`src/rtl/nibble_serial_subtractor.sv`:
```
// Digit-serial a - b: one DIGIT-bit slice per clock, LSD first, borrow carried in a register.
// Result and flags are registered on entry to DONE and held until the next completion or reset.
module nibble_serial_subtractor #(
  parameter int WIDTH = 16,
  parameter int DIGIT = 4
) (
  input  logic             clk,
  input  logic             nrst,
  input  logic             start,
  input  logic [WIDTH-1:0] a,
  input  logic [WIDTH-1:0] b,
  output logic             busy,
  output logic             done,
  output logic [WIDTH-1:0] o,
  output logic             borrow,
  output logic             zero,
  output logic             ovf
);

  localparam int N  = WIDTH / DIGIT;
  localparam int KW = (N > 1) ? $clog2(N) : 1;
  localparam logic [KW-1:0] K_LAST = KW'(N - 1);

  typedef enum logic [1:0] {
    IDLE = 2'd0,
    RUN  = 2'd1,
    DONE = 2'd2
  } state_t;

  state_t           state_q, state_d;
  logic [WIDTH-1:0] a_q, a_d, b_q, b_d, res_q, res_d;
  logic [KW-1:0]    k_q, k_d;
  logic             bin_q, bin_d;
  logic [WIDTH-1:0] o_q, o_d;
  logic             borrow_q, borrow_d, zero_q, zero_d, ovf_q, ovf_d;

  logic [DIGIT-1:0] a_dig, b_dig;
  logic [DIGIT:0]   sum;
  logic [WIDTH-1:0] res_next;

  // Subtraction as a + ~b + 1: the per-digit carry-in is the inverted borrow.
  always_comb begin
    a_dig    = a_q[k_q*DIGIT +: DIGIT];
    b_dig    = b_q[k_q*DIGIT +: DIGIT];
    sum      = {1'b0, a_dig} + {1'b0, ~b_dig} + {{DIGIT{1'b0}}, ~bin_q};
    res_next = res_q;
    res_next[k_q*DIGIT +: DIGIT] = sum[DIGIT-1:0];
  end

  // NOTE: every _d gets its hold value first so no path through the case leaves one unassigned (no latches).
  always_comb begin
    state_d  = state_q;
    a_d      = a_q;
    b_d      = b_q;
    res_d    = res_q;
    k_d      = k_q;
    bin_d    = bin_q;
    o_d      = o_q;
    borrow_d = borrow_q;
    zero_d   = zero_q;
    ovf_d    = ovf_q;

    case (state_q)
      IDLE, DONE: begin
        state_d = IDLE;
        if (start) begin
          a_d     = a;
          b_d     = b;
          res_d   = '0;
          k_d     = '0;
          bin_d   = 1'b0;
          state_d = RUN;
        end
      end
      RUN: begin
        res_d = res_next;
        bin_d = ~sum[DIGIT];
        k_d   = k_q + 1'b1;
        if (k_q == K_LAST) begin
          state_d  = DONE;
          k_d      = '0;
          o_d      = res_next;
          borrow_d = ~sum[DIGIT];
          zero_d   = (res_next == '0);
          ovf_d    = (a_q[WIDTH-1] != b_q[WIDTH-1]) && (res_next[WIDTH-1] != a_q[WIDTH-1]);
        end
      end
      default: state_d = IDLE;
    endcase
  end

  // NOTE: state registers use non-blocking assignments so every flop samples pre-edge values.
  always_ff @(posedge clk or negedge nrst) begin
    if (!nrst) begin
      state_q  <= IDLE;
      a_q      <= '0;
      b_q      <= '0;
      res_q    <= '0;
      k_q      <= '0;
      bin_q    <= 1'b0;
      o_q      <= '0;
      borrow_q <= 1'b0;
      zero_q   <= 1'b0;
      ovf_q    <= 1'b0;
    end else begin
      state_q  <= state_d;
      a_q      <= a_d;
      b_q      <= b_d;
      res_q    <= res_d;
      k_q      <= k_d;
      bin_q    <= bin_d;
      o_q      <= o_d;
      borrow_q <= borrow_d;
      zero_q   <= zero_d;
      ovf_q    <= ovf_d;
    end
  end

  assign busy   = (state_q == RUN);
  assign done   = (state_q == DONE);
  assign o      = o_q;
  assign borrow = borrow_q;
  assign zero   = zero_q;
  assign ovf    = ovf_q;

endmodule

```
`config.mk`:
```
export PLATFORM = sky130hd
export DESIGN_NAME = nibble_serial_subtractor
export DESIGN_NICKNAME = d
export VERILOG_FILES = /design/src/rtl/nibble_serial_subtractor.sv
export SDC_FILE = /design/constraint.sdc
export NUM_CORES = 1
export LEC_CHECK = 0
export ABC_CLOCK_PERIOD_IN_PS = 5940
export CORE_ASPECT_RATIO = 0.6
export CORE_UTILIZATION = 53
export DETAILED_ROUTE_END_ITERATION = 8
export HOLD_SLACK_MARGIN = 0.03
export PLACE_DENSITY = 0.84
export SLEW_MARGIN = 30
export SYNTH_ARGS = -nofsm -noshare
export SYNTH_HDL_FRONTEND = slang
export SYNTH_SLANG_ARGS = --single-unit
```
`constraint.sdc`:
```
create_clock -name clk -period 5.94 [get_ports clk]
set_input_delay 1.485 -clock clk [delete_from_list [all_inputs] [get_ports clk]]
set_output_delay 1.485 -clock clk [all_outputs]
set_load 0.1 [all_outputs]
```
Yosys cells after proc, flatten, opt, wreduce, memory -nomap -nowiden:

Cells that the tools add are included.

* shift-type cells: 4
* eq/ne operators: 7
* mux-type cells: 11
* bitwise logic cells: 3
* reduce and logical (&&, ||, !) cells: 8
* $add $sub $neg: 4

Operators with widths (number)
* negation 4 -> 34 bit: 1
* variable shift 4 x 34 -> 16 bit (first input constant): 1
* indexed part select 4 x 34 -> 16 bit: 1
* one-hot mux 16 bit (2 select lines): 1
* indexed part select 16 x 5 -> 4 bit: 2
* bitwise mux 16 bit: 1
* logical NOT 16 bit: 1
* 2-to-1 mux 16 bit: 1
* one-hot mux 2 bit (2 select lines): 2
* 2-to-1 mux 2 bit: 3
* AND reduction 2 bit: 3
* adder 4 x 4 -> 5 bit: 1
* adder 5 x 1 -> 5 bit: 1
* == test 2 bit (second input constant): 2
* inverter 4 bit: 1
* adder 2 x 1 -> 2 bit (second input constant): 1
* == test 2 x 1 -> 1 bit (second input constant): 1
* logical NOT 2 bit: 1
* 2-to-1 mux 1 bit: 2
* != test 1 bit: 2
* != test 2 x 1 -> 1 bit (second input constant): 1
* != test 2 bit (second input constant): 1
* inverter 1 bit: 2
* one-hot mux 1 bit (2 select lines): 1
* 3 further kinds: 3

* output and inout port bits: 21
* register bits: 72
* word-level logic and storage cells: 47
* input port bits: 35

Longest topological paths before layout:

* depth after elaboration: 8
* gate-level depth with buffers: 11
* depth with buffers taken out: 9

Least setup slack after synthesis:

OpenSTA, ideal clock, no wires.

* path type: flip-flop to output port
* start point: register state_q[0]
* end point: output port done
* slack: 2.737 ns
* arrival: 1.718 ns
* cell stages (with the launch flop): 2
* path buffers: 0
* path through: dfrtp_1 nor2b_1

* longest elaborated chain between the ends: 1

RTL lines
* start, declared: line 30 `state_t state_q, state_d;`
* start signal, assigned: line 106 `state_q <= state_d;`
* == test 2 bit: line 120 `assign done = (state_q == DONE);`
* end, declared: line 13 `output logic done,`

Every way passes these cells.

Worst setup path in the final report:

* start point: register state_q[0]
* end point: output port busy

* longest elaborated chain between the ends: 1

RTL lines
* == test 2 x 1 -> 1 bit: line 119 `assign busy = (state_q == RUN);`
* end, declared: line 12 `output logic busy,`

Every way passes these cells.

==> impl_metrics.json <==
{
  "outcome": "complete, no violations",
  "place_inst": 406,
  "fin_nets": 380,
  "setup-tns-final_ns": 0,
  "synth_fp_nets": 327,
  "grt_max_degree": 73,
  "grt-ovfl-total": 0,
  "worstHoldPathType": "flop to flop",
  "critPathLaunchType": "flop",
  "fin_crit_sh_pct": 66.2,
  "first_global_vias": 2466,
  "seq_area_um2": 1800,
  "yosys.cell_types.count": 48,
  "wl_per_cell_um": 17.2,
  "worstSetupEndpointType": "output pin",
  "final-instance-count-excl-fill": 423,
  "cts_setup_buffers": 0,
  "yosysSeqAreaShare_pct": 51.9,
  "clock_latency_ns": 0.36,
  "drv_slew": 0,
  "final_core_utilization_pct": 68.5,
  "wl_um": 7290,
  "drc": 0,
  "area_growth_pct": 22.7,
  "cts.path.max_buffers": 2,
  "worstPathRequired_ns": 4.45,
  "relSlewSlack_pct": 34.1,
  "clk_pin_slew_ns": 0.08,
  "mostFrequentLayoutCells": "72 x dfrtp_1, 54 x clkdlybuf4s50_1, 26 x nor2_1",
  "first_pass_iters": 4,
  "antenna_found_initial": 0,
  "cts_tree": "built",
  "worstMarginPinSlew_ns": 0.986,
  "cts_root_buffer": "clkbuf_8",
  "hpwlAfterDp_um": 5190,
  "async_reset_ff_share_pct": 100,
  "num_antenna_cells": 0,
  "die_area_um2": 6890,
  "final_common_cell": "dfrtp_1",
  "detail-route-antenna-nets": 0,
  "avgViaCountPerCell": 5.87,
  "clkSinkCount": 72,
  "hold_buffers": 0,
  "setup_viol": 0,
  "fp.dieW_um": 107,
  "skew_ns": 0.0137,
  "initial_core_util_pct": 55.8,
  "drv_cap": 0,
  "fin_ws_ns": 2.01,
  "pre_cts_ws_ns": 2.42,
  "numCtsBuffers": 9,
  "nFillCells": 486,
  "core-area_um2": 6220,
  "grt_usage_pct": 24.2,
  "synth-edff-count": 0,
  "first_iter_violations": 159,
  "grt_pass1_wl_um": 12400,
  "die_h_um": 64.7,
  "path_class": "flop to output pin",
  "gp_congestion": 0.870,
  "synth.avg_cell_area_um2": 12.4,
  "cts-htree-levels": 3,
  "synth_flop_cell": "dfrtp_1",
  "fin_crit_ns": 3.93,
  "path_max_fanout": 17,
  "io_pins": 56,
  "multi_input_area_um2": 1530,
  "finalHoldViolCount": 0,
  "layout-drive-gt1-share_pct": 17.4,
  "cts_resized": 0,
  "synth_warnings": 0,
  "num_rows": 22,
  "synth_area_um2": 3470,
  "numPortBuffers": 55,
  "ys_ff_latch": 72,
  "via_count": 2481,
  "postSynthCellCount": 281,
  "rsz0062_at_grt": "no",
  "cp.arrival_ns": 2.44,
  "max_freq_mhz": 254
}
==> final cells by class <==
cell class / count / share of cell area [%]
clock buffers: 10 / 3.23
clock inverters: 6 / 1.03
inverters: 15 / 1.32
multi-input cells: 179 / 36.0
flip-flops and latches: 72 / 42.3
well taps: 84 / 2.47
repair buffers: 57 / 13.7
==> state kept, by name, indices dropped and copies added, names as in the netlist <==
register	cells
a_q	16
b_q	16
o	16
res_q	16
k_q	2
state_q	2
bin_q	1
borrow	1
ovf	1
zero	1
==> layer usage <==
metal / part of all wire (%) / vias to the layer above / GRT usage (%)
li1: - / 1154 / -
met1: 48 / 1227 / 35.1
met2: 42 / 90 / 34.5
met3: 8.4 / 10 / 7.75
met4: 1.6 / 0 / 7.53
met5: 0 / - / 0
==> synth_stat cells, types with 3 or more instances <==
library cell  number  area, um^2
inv_1             13        48.8
nor2b_1            8        50.1
mux4_2             8         180
buf_6              3        33.8
nand2_1           10        37.5
mux2_1             7        78.8
clkbuf_1           4        15.0
buf_2              8        40.0
dfrtp_1           72        1800
ha_1               9         113
a32o_1             9        90.1
a21oi_1           13        65.1
a22o_1            10        87.6
mux2_2            25         282
o21ai_1            9        45.0
nand3b_1           3        22.5
a221oi_1           7        61.3
nor4_1             3        18.8
nor2_1            26        97.6
==> critical path: stages, from the launching register on <==
cell and delay (ns):
dfrtp_1 0.43, nand2b_1 0.17, inv_2 0.29, clkdlybuf4s50_1 1.20
==> per-stage QoR <==
step	cell area, um^2	hold slack [ns]
final	4260	0.487
after global routing	4260	0.508
after CTS	4230	0.487
after detailed placement	4050	0.469
after global placement	4050	0.462
after floorplan	3470	0.452
==> cells by family after synthesis <==
family	count (synthesis)	share of synthesized area, %
AND/OR/NAND/NOR	64	9.87
flip-flops	72	51.9
XOR/XNOR	2	0.504
buffers and inverters	30	4.18
adder cells (fa/ha/maj)	11	4.39
multiplexers	40	15.6
AO/OA/AOI/OAI	62	13.6
==> path summary, 6_finish.rpt <==
path | from | to | slack [ns] | depth (start not counted)
setup / recovery | state_q[0] | busy | 2.01 | 3
hold / removal | a_q[11] | a_q[11] | 0.49 | 1
setup reg to reg | k_q[0] | zero | 2.52 | 8
hold reg to reg | a_q[11] | a_q[11] | 0.49 | 1
max in group asynchronous | nrst | a_q[3] | 4.25 | 2
min in group asynchronous | nrst | b_q[2] | 1.23 | 2
Power is left out: the tool's default activity adds up to more than one toggle a clock period on the data nets, which glitch-free logic cannot reach.
